File: config.mk
export PLATFORM = sky130hd
export DESIGN_NAME = pipeline_hazard_unit
export DESIGN_NICKNAME = d
export VERILOG_FILES = /design/src/rtl/cpu_types_pkg.sv /design/src/rtl/sat_counter.sv /design/src/rtl/pipeline_hazard_unit.sv
export SDC_FILE = /design/constraint.sdc
export NUM_CORES = 1
export LEC_CHECK = 0
export ABC_AREA = 1
export BUFFER_PORTS_ARGS = -buffer_cell sky130_fd_sc_hd__clkbuf_2
export CORE_MARGIN = 10
export CORE_UTILIZATION = 40
export CTS_BUF_LIST = sky130_fd_sc_hd__clkbuf_8
export DETAILED_ROUTE_END_ITERATION = 10
export PLACE_DENSITY_LB_ADDON = 0.08
export SYNTH_ARGS = -nofsm -noshare
export SYNTH_HDL_FRONTEND = slang
export SYNTH_SLANG_ARGS = --single-unit
export TNS_END_PERCENT = 1
File: constraint.sdc
create_clock -name CLK -period 2.07 [get_ports CLK]
set_clock_uncertainty 0.15 [all_clocks]
set_input_delay 0.1035 -clock CLK [delete_from_list [all_inputs] [get_ports CLK]]
set_output_delay 0.1035 -clock CLK [all_outputs]
set_load 0.1 [all_outputs]
File: src/rtl/cpu_types_pkg.sv
// Shared pipeline types: per-register pipe control encoding and register index type.
package cpu_types_pkg;

   localparam int REG_W = 5;

   typedef logic [REG_W-1:0] regbits_t;

   typedef enum logic [1:0] {
      PIPE_ENABLE = 2'b00,
      PIPE_STALL  = 2'b01,
      PIPE_NOP    = 2'b10
   } pipe_state_t;

endpackage

File: src/rtl/sat_counter.sv
// Saturating up-counter with async clear; holds at all-ones instead of wrapping.
module sat_counter #(
   parameter int W = 16
) (
   input  logic         CLK,
   input  logic         nRST,
   input  logic         i_inc,
   output logic [W-1:0] o_cnt
);

   logic [W-1:0] r_cnt;

   always_ff @(posedge CLK or negedge nRST) begin
      if (!nRST) begin
         r_cnt <= '0;
      end else if (i_inc && (r_cnt != '1)) begin
         r_cnt <= r_cnt + W'(1);
      end
   end

   assign o_cnt = r_cnt;

endmodule

File: src/rtl/pipeline_hazard_unit.sv
// Central stall/flush controller for the five-stage pipeline, with stall/flush perf counters.
//
//   state      | meaning
//   -----------+-------------------------------------------------------------
//   ST_RUN     | normal operation, hazard priority rules resolve each cycle
//   ST_DRAIN   | halt accepted; one cycle of bubbles through every register
//   ST_HALTED  | pipeline frozen, halted asserted until reset
module pipeline_hazard_unit
   import cpu_types_pkg::*;
#(
   parameter int CNT_W = 16
) (
   input  logic             CLK,
   input  logic             nRST,
   input  logic             ihit,
   input  logic             dhit,
   input  logic             dREN_mem,
   input  logic             dWEN_mem,
   input  logic             dREN_ex,
   input  regbits_t         rt_ex,
   input  regbits_t         rs_dec,
   input  regbits_t         rt_dec,
   input  logic             uses_rt_dec,
   input  logic             branch_taken_ex,
   input  logic             halt_mem,
   output logic             pc_en,
   output pipe_state_t      fd_state,
   output pipe_state_t      de_state,
   output pipe_state_t      em_state,
   output pipe_state_t      mw_state,
   output logic             halted,
   output logic [CNT_W-1:0] stall_cnt,
   output logic [CNT_W-1:0] flush_cnt
);

   typedef enum logic [1:0] {
      ST_RUN    = 2'b00,
      ST_DRAIN  = 2'b01,
      ST_HALTED = 2'b10
   } hzd_state_t;

   hzd_state_t r_state;
   hzd_state_t w_next_state;

   logic w_mem_busy;
   logic w_load_use;
   logic w_stall_inc;
   logic w_flush_inc;

   assign w_mem_busy = (dREN_mem | dWEN_mem) & ~dhit;

   // $zero is hardwired, so a load targeting it can never create a dependency.
   assign w_load_use = dREN_ex & (rt_ex != '0)
                     & ((rt_ex == rs_dec) | (uses_rt_dec & (rt_ex == rt_dec)));

   always_ff @(posedge CLK or negedge nRST) begin
      if (!nRST) begin
         r_state <= ST_RUN;
      end else begin
         r_state <= w_next_state;
      end
   end

   always_comb begin
      w_next_state = r_state;
      pc_en        = 1'b1;
      fd_state     = PIPE_ENABLE;
      de_state     = PIPE_ENABLE;
      em_state     = PIPE_ENABLE;
      mw_state     = PIPE_ENABLE;
      halted       = 1'b0;
      w_stall_inc  = 1'b0;
      w_flush_inc  = 1'b0;
      case (r_state)
         ST_RUN: begin
            if (w_mem_busy) begin
               pc_en       = 1'b0;
               fd_state    = PIPE_STALL;
               de_state    = PIPE_STALL;
               em_state    = PIPE_STALL;
               mw_state    = PIPE_NOP;
               w_stall_inc = 1'b1;
            end else if (halt_mem) begin
               pc_en        = 1'b0;
               fd_state     = PIPE_NOP;
               de_state     = PIPE_NOP;
               em_state     = PIPE_NOP;
               w_stall_inc  = 1'b1;
               w_next_state = ST_DRAIN;
            end else if (branch_taken_ex) begin
               // Flushing decode also kills any load-use dependent there.
               fd_state    = PIPE_NOP;
               de_state    = PIPE_NOP;
               w_flush_inc = 1'b1;
            end else if (w_load_use) begin
               pc_en       = 1'b0;
               fd_state    = PIPE_STALL;
               de_state    = PIPE_NOP;
               w_stall_inc = 1'b1;
            end else if (!ihit) begin
               pc_en       = 1'b0;
               fd_state    = PIPE_NOP;
               w_stall_inc = 1'b1;
            end
         end
         ST_DRAIN: begin
            pc_en        = 1'b0;
            fd_state     = PIPE_NOP;
            de_state     = PIPE_NOP;
            em_state     = PIPE_NOP;
            mw_state     = PIPE_NOP;
            w_next_state = ST_HALTED;
         end
         ST_HALTED: begin
            pc_en    = 1'b0;
            fd_state = PIPE_STALL;
            de_state = PIPE_STALL;
            em_state = PIPE_STALL;
            mw_state = PIPE_STALL;
            halted   = 1'b1;
         end
         default: begin
            w_next_state = ST_RUN;
         end
      endcase
   end

   sat_counter #(.W(CNT_W)) u_stall_cnt (
      .CLK   (CLK),
      .nRST  (nRST),
      .i_inc (w_stall_inc),
      .o_cnt (stall_cnt)
   );

   sat_counter #(.W(CNT_W)) u_flush_cnt (
      .CLK   (CLK),
      .nRST  (nRST),
      .i_inc (w_flush_inc),
      .o_cnt (flush_cnt)
   );

endmodule

# After elaboration in Yosys (flattened, before gate mapping)
# Cells that the tools add are included.
# word_totals
ff_bits	34
out_inout_bits	42
elab_cells	63
input_bits	25
# op_classes
n_mux	36
addsub	2
eq_ne	8
reduce_logical	6
n_bitwise	8
# op_table
op	n
adder 16 x 1 -> 16 bit (second input constant)	2
inequality test 16 bit (second input constant)	2
case mux 2 bit (3 select lines)	5
2-to-1 mux 2 bit	14
2-to-1 mux 1 bit	16
equality test 5 bit	2
nonzero test 5 bit	1
bitwise AND 1 bit	4
inequality test 2 bit (second input constant)	2
AND reduction 3 bit	1
equality test 2 x 1 -> 1 bit (second input constant)	1
equality test 2 bit (second input constant)	1
logical AND 1 bit	2
zero test 2 bit	1
NOT 1 bit	2
bitwise OR 1 bit	2
case mux 1 bit (2 select lines)	1
OR reduction 2 bit	1

# Longest topological paths before layout
# Gate-level depths: netlist of run 1.
# logic_depth
depth_word	10
ltp_mapped	14
mapped_depth_nobuf	13

# Cells and area by module
# A second synthesis of run 1 with hierarchy kept.
# hier_totals
cells_unflattened	402
area_unflattened_um2	2625.0
# modules_own_cells
mod	seq_area_each_um2	cells_each	instances	area_per_inst_um2
sat_counter	400.4	149	2	1058.5
pipeline_hazard_unit	50.0	104	1	508.0

# Least setup slack after synthesis of run 1
# No wires, ideal clock.
# synth_path
path_type	reg2out
startpoint	register r_state[1]
endpoint	output fd_state[0]
path_stages_with_launch	5
path_buffers	0
t_arrival_ps	3871
slack_ps	-2055
required_ps	1816
path_cell_list	dfrtp_1 inv_1 ha_1 nand2_1 o41ai_1
# synth_via
elab_chain_len	2
word_cells_on_any_way	4
classes_between	2 x eq/ne; 1 x mux; 1 x reduce/logical
# synth_rtl
element	line_no	text
start, declared	pipeline_hazard_unit.sv:42	hzd_state_t r_state;
start signal, assigned	pipeline_hazard_unit.sv:60	r_state <= w_next_state;
equality test 2 bit, or another cell as far along	pipeline_hazard_unit.sv:74	case (r_state)
case mux 2 bit (3 select lines) *	pipeline_hazard_unit.sv:74	
end, declared	pipeline_hazard_unit.sv:27	output pipe_state_t fd_state,
# Every way passes the cells marked *; elsewhere a longest branch is shown, timed or not.

# Worst setup path in the final report of run 1
# layout_path
startpoint	register r_state[0]
endpoint	output pc_en
# layout_via
elab_chain_len	3
word_cells_on_any_way	5
classes_between	2 x eq/ne; 1 x mux; 2 x reduce/logical
# layout_rtl
element	line_no	text
equality test 2 bit or equality test 2 x 1 -> 1 bit (tied branches)	pipeline_hazard_unit.sv:74	
OR reduction 2 bit (no source line)	--	
case mux 1 bit (2 select lines) *	pipeline_hazard_unit.sv:74	
end, declared	pipeline_hazard_unit.sv:26	output logic pc_en,
# Marks and branches as above.

==> metrics, run 1 <==
outcome=finished clean; Routed Antenna Nets=0; CTS root buf=clkbuf_8; Starting Density=0.418; Clock transition at path regs=80 ps; worst-skew pair later-pin latency=290 ps; Worst Tran Pin Value=562 ps; CORE AREA=5570 um^2; gr ovfl total=0; placed cell area=2940 um^2; worst path arrival time=1710 ps; Cell Area, Synth=2330 um^2; setup TNS=0 ps; Unique masters post-synth=31; largest net degree at the start of global routing=28; initial antenna violation count=0; kind of critical path=flop to primary output; f_max=509 MHz; Max VDD drop=1.16 mV; drt first pass iters=4; synthesis-stage register bit count=34; top cells by area, synth=dfrtp_1 (37%), nand2_1 (15%), inv_1 (6.6%); Worst Path Required=1820 ps; count of final max-slew check failures=0; CTS buffer count=5; CTS H-tree depth=2; initial DRC count=90; vias in the first global route=2,162; pwr dens=1440 nW/um^2; Top FF cell, synth=dfrtp_1; Bufs on Longest Clock Path=2; crit path cell chain=inv_1 > ha_2 > buf_4 > nand3_1 > o21ai_2 > buf_12; dominant cell type by area after synthesis=dfrtp_1; Buf+Inv Stages, Crit Path=3; Hold WC Path Type=input port to asynchronous set/reset pin; post-synthesis async set-or-reset flop share=1.00; via/cell ratio=4.67; Synth top cells by count=nand2_1 (94), inv_1 (41), dfrtp_1 (34); Final Cell Area=3090 um^2; Post CTS Setup Buffer Count=0; Wirelength per Cell=12.3 um; LEAKAGE=1.63 nW; CTS Sinks=34; EDFF count, synth=0; Comb power frac=0.662; WL final=5680 um; row count=27; Critical Path End Type=primary output; Post-Syn Instances=315; Net count, final=418; Fill cells=548; width of the die=96.3 um; Clk pwr share=0.141; CP max stage delay=380 ps; slew margin rel.=0.627; IO Pins=67; crit share post-route=0.949; max cap viols=0; CP delay by family, top=buffers and inverters; crit path launch type=flop; DRC=0; cell with the most instances after synthesis=nand2_1; Synth top area share=0.365; Final setup viols=0; sw frac=0.567; Critical Path Fanout Max=27; Port Buffers=66; RePlAce Congestion=0.845; Net Sw Power=2.51 mW; Seq/Total Area, Yosys=0.365; RSZ-0062 raised after global routing=true; Hold Fails Final Rpt=0; Die H=96.3 um; Min Clock Period, post-route=1960 ps; Placed Cells=452; CP max stage cell=dfrtp_1; Die Area=9270 um^2; n_diodes=0; syn nets=345; layout cells sized above 1=0.332; final instance count without filler cells=461; sequential power share=0.196; TritonCTS clock tree=done; cell internal pwr=1.92 mW; all-layer global routing usage=0.128; Yosys warning total=0; Mapped Avg Cell Area=7.39 um^2; area grow syn2layout=32.6%; dpl hpwl=4620 um; Via Count=2,152; first-pass GRT wire length=9610 um
layout by cell type (no fill, tap or decap), types with 2 or more instances in the layout:
cell type and count:
inv_1 38, ha_1 4, dfrtp_1 20, o21ai_0 5, nand3_1 19, xor2_1 9, nand2_2 3, clkbuf_8 5
buf_12 8, nor3_2 2, dfrtp_2 14, inv_2 7, nand3_2 2, xnor2_1 11, o21ai_2 2, nand4_1 19
clkinvlp_4 3, o21ai_4 2, nor2_1 28, clkbuf_2 58, a21oi_1 3, buf_4 7, nor3_4 2, nand3b_1 2
nor3_1 3, nand2_4 2, nand2_1 94, nand4_2 2
layer usage:
layer,vias up,track usage,wire length [um]
met5,-,0,0
met4,0,0.0327,44
met1,969,0.156,2600
met3,4,0.0374,340
met2,34,0.218,2690
li1,1145,-,-
area by class of cell:
| cell class | count | area (um^2) | share of cell area |
|---|---|---|---|
| Sequential cell | 34 | 868 | 0.281 |
| Clock inverter | 3 | 45.0 | 0.0146 |
| Timing Repair Buffer | 74 | 513 | 0.166 |
| Tap cell | 72 | 90.1 | 0.0292 |
| Inverter | 47 | 183 | 0.0592 |
| Clock buffer | 5 | 68.8 | 0.0223 |
| Multi-Input combinational cell | 226 | 1320 | 0.427 |
flip-flops by register name, summed over array words and instances, names as in the netlist:
signal and cells:
r_state 2, u_flush_cnt.o_cnt 16, u_stall_cnt.o_cnt 16
timing repair:
action                                 in CTS  in global routing
endpoints found under the hold margin      34                  0
gates resized for setup                     0                  5
setup endpoints to repair                   0                  6
hold buffers                                1                  0
path summary, 6_finish.rpt:
path	to	slack (ps)	cells past startpoint	from
setup / recovery	pc_en	110	6	r_state[0]
setup reg to reg	u_stall_cnt.o_cnt[10]	190	9	u_stall_cnt.o_cnt[0]
min in group CLK	u_stall_cnt.o_cnt[3]	210	6	ihit
hold reg to reg	u_flush_cnt.o_cnt[2]	350	1	u_flush_cnt.o_cnt[2]
hold / removal	u_stall_cnt.o_cnt[6]	100	2	nRST
max in group asynchronous	u_flush_cnt.o_cnt[1]	1150	3	nRST
power by group through the flow:
stage	sequential [mW]	clock, mW	combinational [mW]
after floorplan	1.42	0	1.69
after global placement	0.882	0	2.94
after detailed placement	0.886	0	2.95
final	0.871	0.627	2.93
after CTS	0.872	0.644	2.96
after global routing	0.888	0.669	3.08
kinds of logic (layout without fill, tap and decap cells):
family,Yosys count,in the layout,synth area share
adders and majority gates,5,5,0.0269
xor gates and xnor gates,20,20,0.0752
AOI/OAI and AO/OA,15,15,0.0339
buffers and inverters,55,129,0.107
and+or+nand+nor,185,185,0.387
muxes,1,1,0.00430
DFF,34,34,0.365
worst register-to-register path, cell delays in order, from the launching register on:
cell and delay [ps]:
dfrtp_2 410, ha_1 190, nand2_1 120, nor3_4 270, nand4_4 170, and2_1 220, nand2_1 70, nor2_1 60
nand4_1 80, nand2_1 50
per-stage QoR:
stage          power, mW   util  worst slack [ps]  hold WS [ps]
3_3_place_gp        3.83  0.528               133          -120
2_1_floorplan       3.11      -              -165          -342
6_report            4.43  0.554               106          97.8
4_1_cts             4.48  0.550              3.87           116
5_1_grt             4.64  0.554             -16.8           137
3_5_place_dp        3.84  0.528               103          -118
Power figures use the tool's default switching activity.
==> inputs of run 2 (changes only) <==
--- a/config.mk
+++ b/config.mk
@@ -7,7 +7,6 @@
 export LEC_CHECK = 0
 export ABC_AREA = 1
 export BUFFER_PORTS_ARGS = -buffer_cell sky130_fd_sc_hd__clkbuf_2
-export CORE_MARGIN = 10
 export CORE_UTILIZATION = 40
 export CTS_BUF_LIST = sky130_fd_sc_hd__clkbuf_8
 export DETAILED_ROUTE_END_ITERATION = 10
==> metrics, run 2 (synthesis results as in run 1) <==
outcome=finished clean; GR peak layer=met2; CTS H-tree depth=2; slew margin rel.=0.626; gr ovfl total=0; count of final max-slew check failures=0; CTS root buf=clkbuf_8; Via Count=2,168; register area=868 um^2; Post CTS Setup Buffer Count=0; Routed Antenna Nets=0; met2 GRT Util=0.317; largest net degree at the start of global routing=28; area grow syn2layout=31.6%; R2R Path Start=r_state[0]; initial antenna violation count=0; worst path arrival time=1730 ps; initial DRC count=83; Final Cell Area=3060 um^2; final instance count without filler cells=461; max cap viols=0; drt first pass iters=4; Worst Tran Pin Value=564 ps; kind of critical path=flop to primary output; RePlAce Congestion=0.809; Clock transition at path regs=70 ps; pwr dens=1410 nW/um^2; Fill cells=552; Port Buffers=66; crit path launch type=flop; DRC=0; Min Clock Period, post-route=1990 ps; via/cell ratio=4.70; Hold WC Path Type=input port to asynchronous set/reset pin; IO Pins=67; placed cell area=2940 um^2; met1 Track Usage GR=0.233; WL final=5210 um; Die H=78.3 um; Net count, final=418; setup TNS=0 ps; RSZ-0062 raised after global routing=true; f_max=504 MHz; vias in the first global route=2,073; first-pass GRT wire length=9060 um; LEAKAGE=1.63 nW; width of the die=78.3 um; r2r endpoint=u_flush_cnt.o_cnt[13]; most frequent cells in the layout=nand2_1 (94), clkbuf_2 (58), inv_1 (39); Setup crit end=pc_en; R2R Setup Slk=100 ps; Wirelength per Cell=11.3 um; Placed Cells=452; met3 Use GR=0.0407; Starting Density=0.418; Critical Path Fanout Max=27; Final setup viols=0; Worst Path Required=1820 ps; dpl hpwl=4000 um; Max VDD drop=0.989 mV; r2r worst-path depth=9; Die Area=6130 um^2; Final Total Pwr=4.32 mW; CTS Sinks=34; row count=27; CORE AREA=5570 um^2; commonest non-fill, non-tap cell in the layout=nand2_1; Hold Fails Final Rpt=0; worst-skew pair later-pin latency=290 ps; layout cells sized above 1=0.329; Bufs on Longest Clock Path=2; crit share post-route=0.959; area of the multi-input gates=1320 um^2; n_diodes=0; TritonCTS clock tree=done; Finished Core Util=0.550; Critical Path End Type=primary output; all-layer global routing usage=0.187; CP startpoint=r_state[0]; CTS buffer count=5
run 2: critical path: stages, from the launching register on:
cell,delay [ps]
dfrtp_1,380
inv_1,80
ha_2,230
buf_4,320
nand3_1,140
o21ai_2,100
buf_12,190
run 2: layout make-up:
| type | instances | area share |
|---|---|---|
| Clock inverter | 2 | 0.00286 |
| Timing Repair Buffer | 74 | 0.167 |
| Clock buffer | 6 | 0.0269 |
| Inverter | 47 | 0.0596 |
| Sequential cell | 34 | 0.283 |
| Multi-Input combinational cell | 226 | 0.430 |
| Tap cell | 72 | 0.0294 |
run 2: layer usage:
layer  share of wire  routed length (um)
met1            0.47                2460
met4           0.015                  78
met5               0                   0
met2            0.47                2430
met3           0.047                 244
run 2: how the worst min path moves through the flow:
| stage | startpoint | endpoint | slack (ps) | cells after the start |
|---|---|---|---|---|
| 6_report | nRST | u_stall_cnt.o_cnt[2] | 90 | 2 |
| 5_1_grt | nRST | u_stall_cnt.o_cnt[8] | 90 | 2 |
| 4_1_cts | nRST | u_stall_cnt.o_cnt[6] | 90 | 2 |
| 3_5_place_dp | nRST | u_stall_cnt.o_cnt[8] | -140 | 1 |
| 3_3_place_gp | nRST | u_stall_cnt.o_cnt[8] | -130 | 1 |
| 2_1_floorplan | nRST | r_state[0] | -340 | 0 |
run 2: metrics by stage:
step	setup WS [ps]	hold slack, ps
6_report	84.3	88.2
5_1_grt	-28.3	94.4
4_1_cts	21.1	87.6
3_5_place_dp	36.3	-136
3_3_place_gp	133	-132
2_1_floorplan	-165	-342
run 2: what timing repair did:
action,4_1_cts,5_1_grt
hold buffers,1,0
endpoints found under the setup margin,1,7
resized for setup,1,4
gates cloned,0,0
endpoints found under the hold margin,34,0
run 2: power by group:
part	leakage (nW)	switching, mW	internal (mW)
registers	0.436	0.101	0.774
clock network	0.0524	0.248	0.263
logic	1.14	2.15	0.787
==> inputs of run 3 (changes only) <==
==> constraint.sdc (replaced) <==
create_clock -name CLK -period 2.46 [get_ports CLK]
set_clock_uncertainty 0.15 [all_clocks]
set_input_delay 0.123 -clock CLK [delete_from_list [all_inputs] [get_ports CLK]]
set_output_delay 0.123 -clock CLK [all_outputs]
set_load 0.1 [all_outputs]
==> metrics, run 3 (synthesis results as in run 1) <==
crit path cell chain=inv_1 > ha_1 > inv_1 > nor3_1 > inv_1 > o21ai_1 > buf_12; initial DRC count=96; CP max stage delay=400 ps; sequential power share=0.200; Die H=78.3 um; CTS root buf=clkbuf_8; Net count, final=413; dpl hpwl=4000 um; outcome=finished clean; Hold WC Path Type=input port to flop; Wirelength per Cell=11.4 um; kind of critical path=flop to primary output; Placed Cells=447; Critical Path End Type=primary output; register area=851 um^2; placed cell area=2820 um^2; CORE AREA=5570 um^2; Clk pwr share=0.174; layout cells sized above 1=0.258; first-pass GRT wire length=9480 um; WL final=5180 um; Finished Core Util=0.533; IO Pins=67; final instance count without filler cells=456; Min Clock Period, post-route=2210 ps; vias in the first global route=2,084; Worst Tran Pin Value=847 ps; Post-CTS Resized=0; most frequent cells in the layout=nand2_1 (94), clkbuf_2 (58), inv_1 (41); Routed Antenna Nets=0; row count=27; n_diodes=0; Die Area=6130 um^2; all-layer global routing usage=0.191; LEAKAGE=1.62 nW; CP delay by family, top=buffers and inverters; crit path launch type=flop; largest net degree at the start of global routing=35; Final Cell Area=2970 um^2; DRC=0; max cap viols=0; CP max stage cell=dfrtp_1; worst path arrival time=1930 ps; Final setup viols=0; TritonCTS clock tree=done; Top cell by count, worst path=inv_1; RePlAce Congestion=0.848; count of final max-slew check failures=0; Buf+Inv Stages, Crit Path=4; initial antenna violation count=0; via/cell ratio=4.75; CTS Sinks=34; Clock transition at path regs=70 ps; Max VDD drop=1.14 mV; Bufs on Longest Clock Path=2; f_max=453 MHz; Fill cells=565; sw frac=0.552; commonest non-fill, non-tap cell in the layout=nand2_1; Critical Path Fanout Max=6; width of the die=78.3 um; Post CTS Setup Buffer Count=0; CTS H-tree depth=2; Starting Density=0.418; Comb power frac=0.625; post-route worst setup slack=252 ps; cell internal pwr=1.64 mW; DP Worst Slack=346 ps; worst-skew pair later-pin latency=280 ps; Port Buffers=66; RSZ-0062 raised after global routing=false; slew margin rel.=0.435; Worst Path Required=2190 ps; pwr dens=1230 nW/um^2; area of the multi-input gates=1240 um^2; Net Sw Power=2.02 mW; area grow syn2layout=27.6%; Via Count=2,165; Hold Fails Final Rpt=0; crit share post-route=0.898; drt first pass iters=4; setup TNS=0 ps; CTS buffer count=5; gr ovfl total=0
[run 3: stage by stage]
stage,hold WS [ps],total power [mW]
2_1_floorplan,-323,2.44
3_3_place_gp,131,3.03
3_5_place_dp,126,3.04
4_1_cts,249,3.70
5_1_grt,299,3.82
6_report,249,3.67
[run 3: layer usage]
layer / up-vias / track usage / wire [um]
li1: 1136 / - / -
met5: - / 0 / 0
met1: 977 / 0.260 / 2510
met3: 7 / 0.0314 / 183
met2: 45 / 0.316 / 2420
met4: 0 / 0.0500 / 63
[run 3: final timing paths]
check                                startpoint                    end  slack (ps)  cells past startpoint
max reg2reg                          r_state[1]  u_flush_cnt.o_cnt[13]         340                      9
min reg2reg                u_flush_cnt.o_cnt[8]   u_flush_cnt.o_cnt[8]         370                      1
min in group asynchronous                  nRST             r_state[0]         320                      2
max                                  r_state[1]            de_state[1]         250                      7
max in group asynchronous                  nRST   u_flush_cnt.o_cnt[5]        1310                      2
min                                        ihit   u_stall_cnt.o_cnt[3]         250                      6
[run 3: power groups by stage]
stage | clock, mW | sequential [mW] | combinational (mW)
after floorplan | 0 | 1.17 | 1.26
after CTS | 0.656 | 0.735 | 2.30
after global placement | 0 | 0.742 | 2.29
after global routing | 0.684 | 0.746 | 2.39
final | 0.640 | 0.734 | 2.29
after detailed placement | 0 | 0.745 | 2.30
[run 3: worst reg2reg max path: stages, from the launching register on]
cell     delay (ps)
dfrtp_1         400
inv_1           160
ha_1            220
nand2_1         130
nor3_2          330
nand2_4         140
inv_2           120
nand4_2         120
o21ai_0         180
nand2_1          60
[run 3: layout make-up]
class	instances	share of cell area
clock buffer	6	0.0278
multi-input combinational	226	0.416
tap	72	0.0303
clock inverter	2	0.0202
inverter	47	0.0594
sequential	34	0.286
timing repair buffer	69	0.160
[run 3: repair_timing]
action | in CTS | in global routing
endpoints found under the setup margin | 0 | 0
hold buffers | 1 | 0
endpoints found under the hold margin | 34 | 0
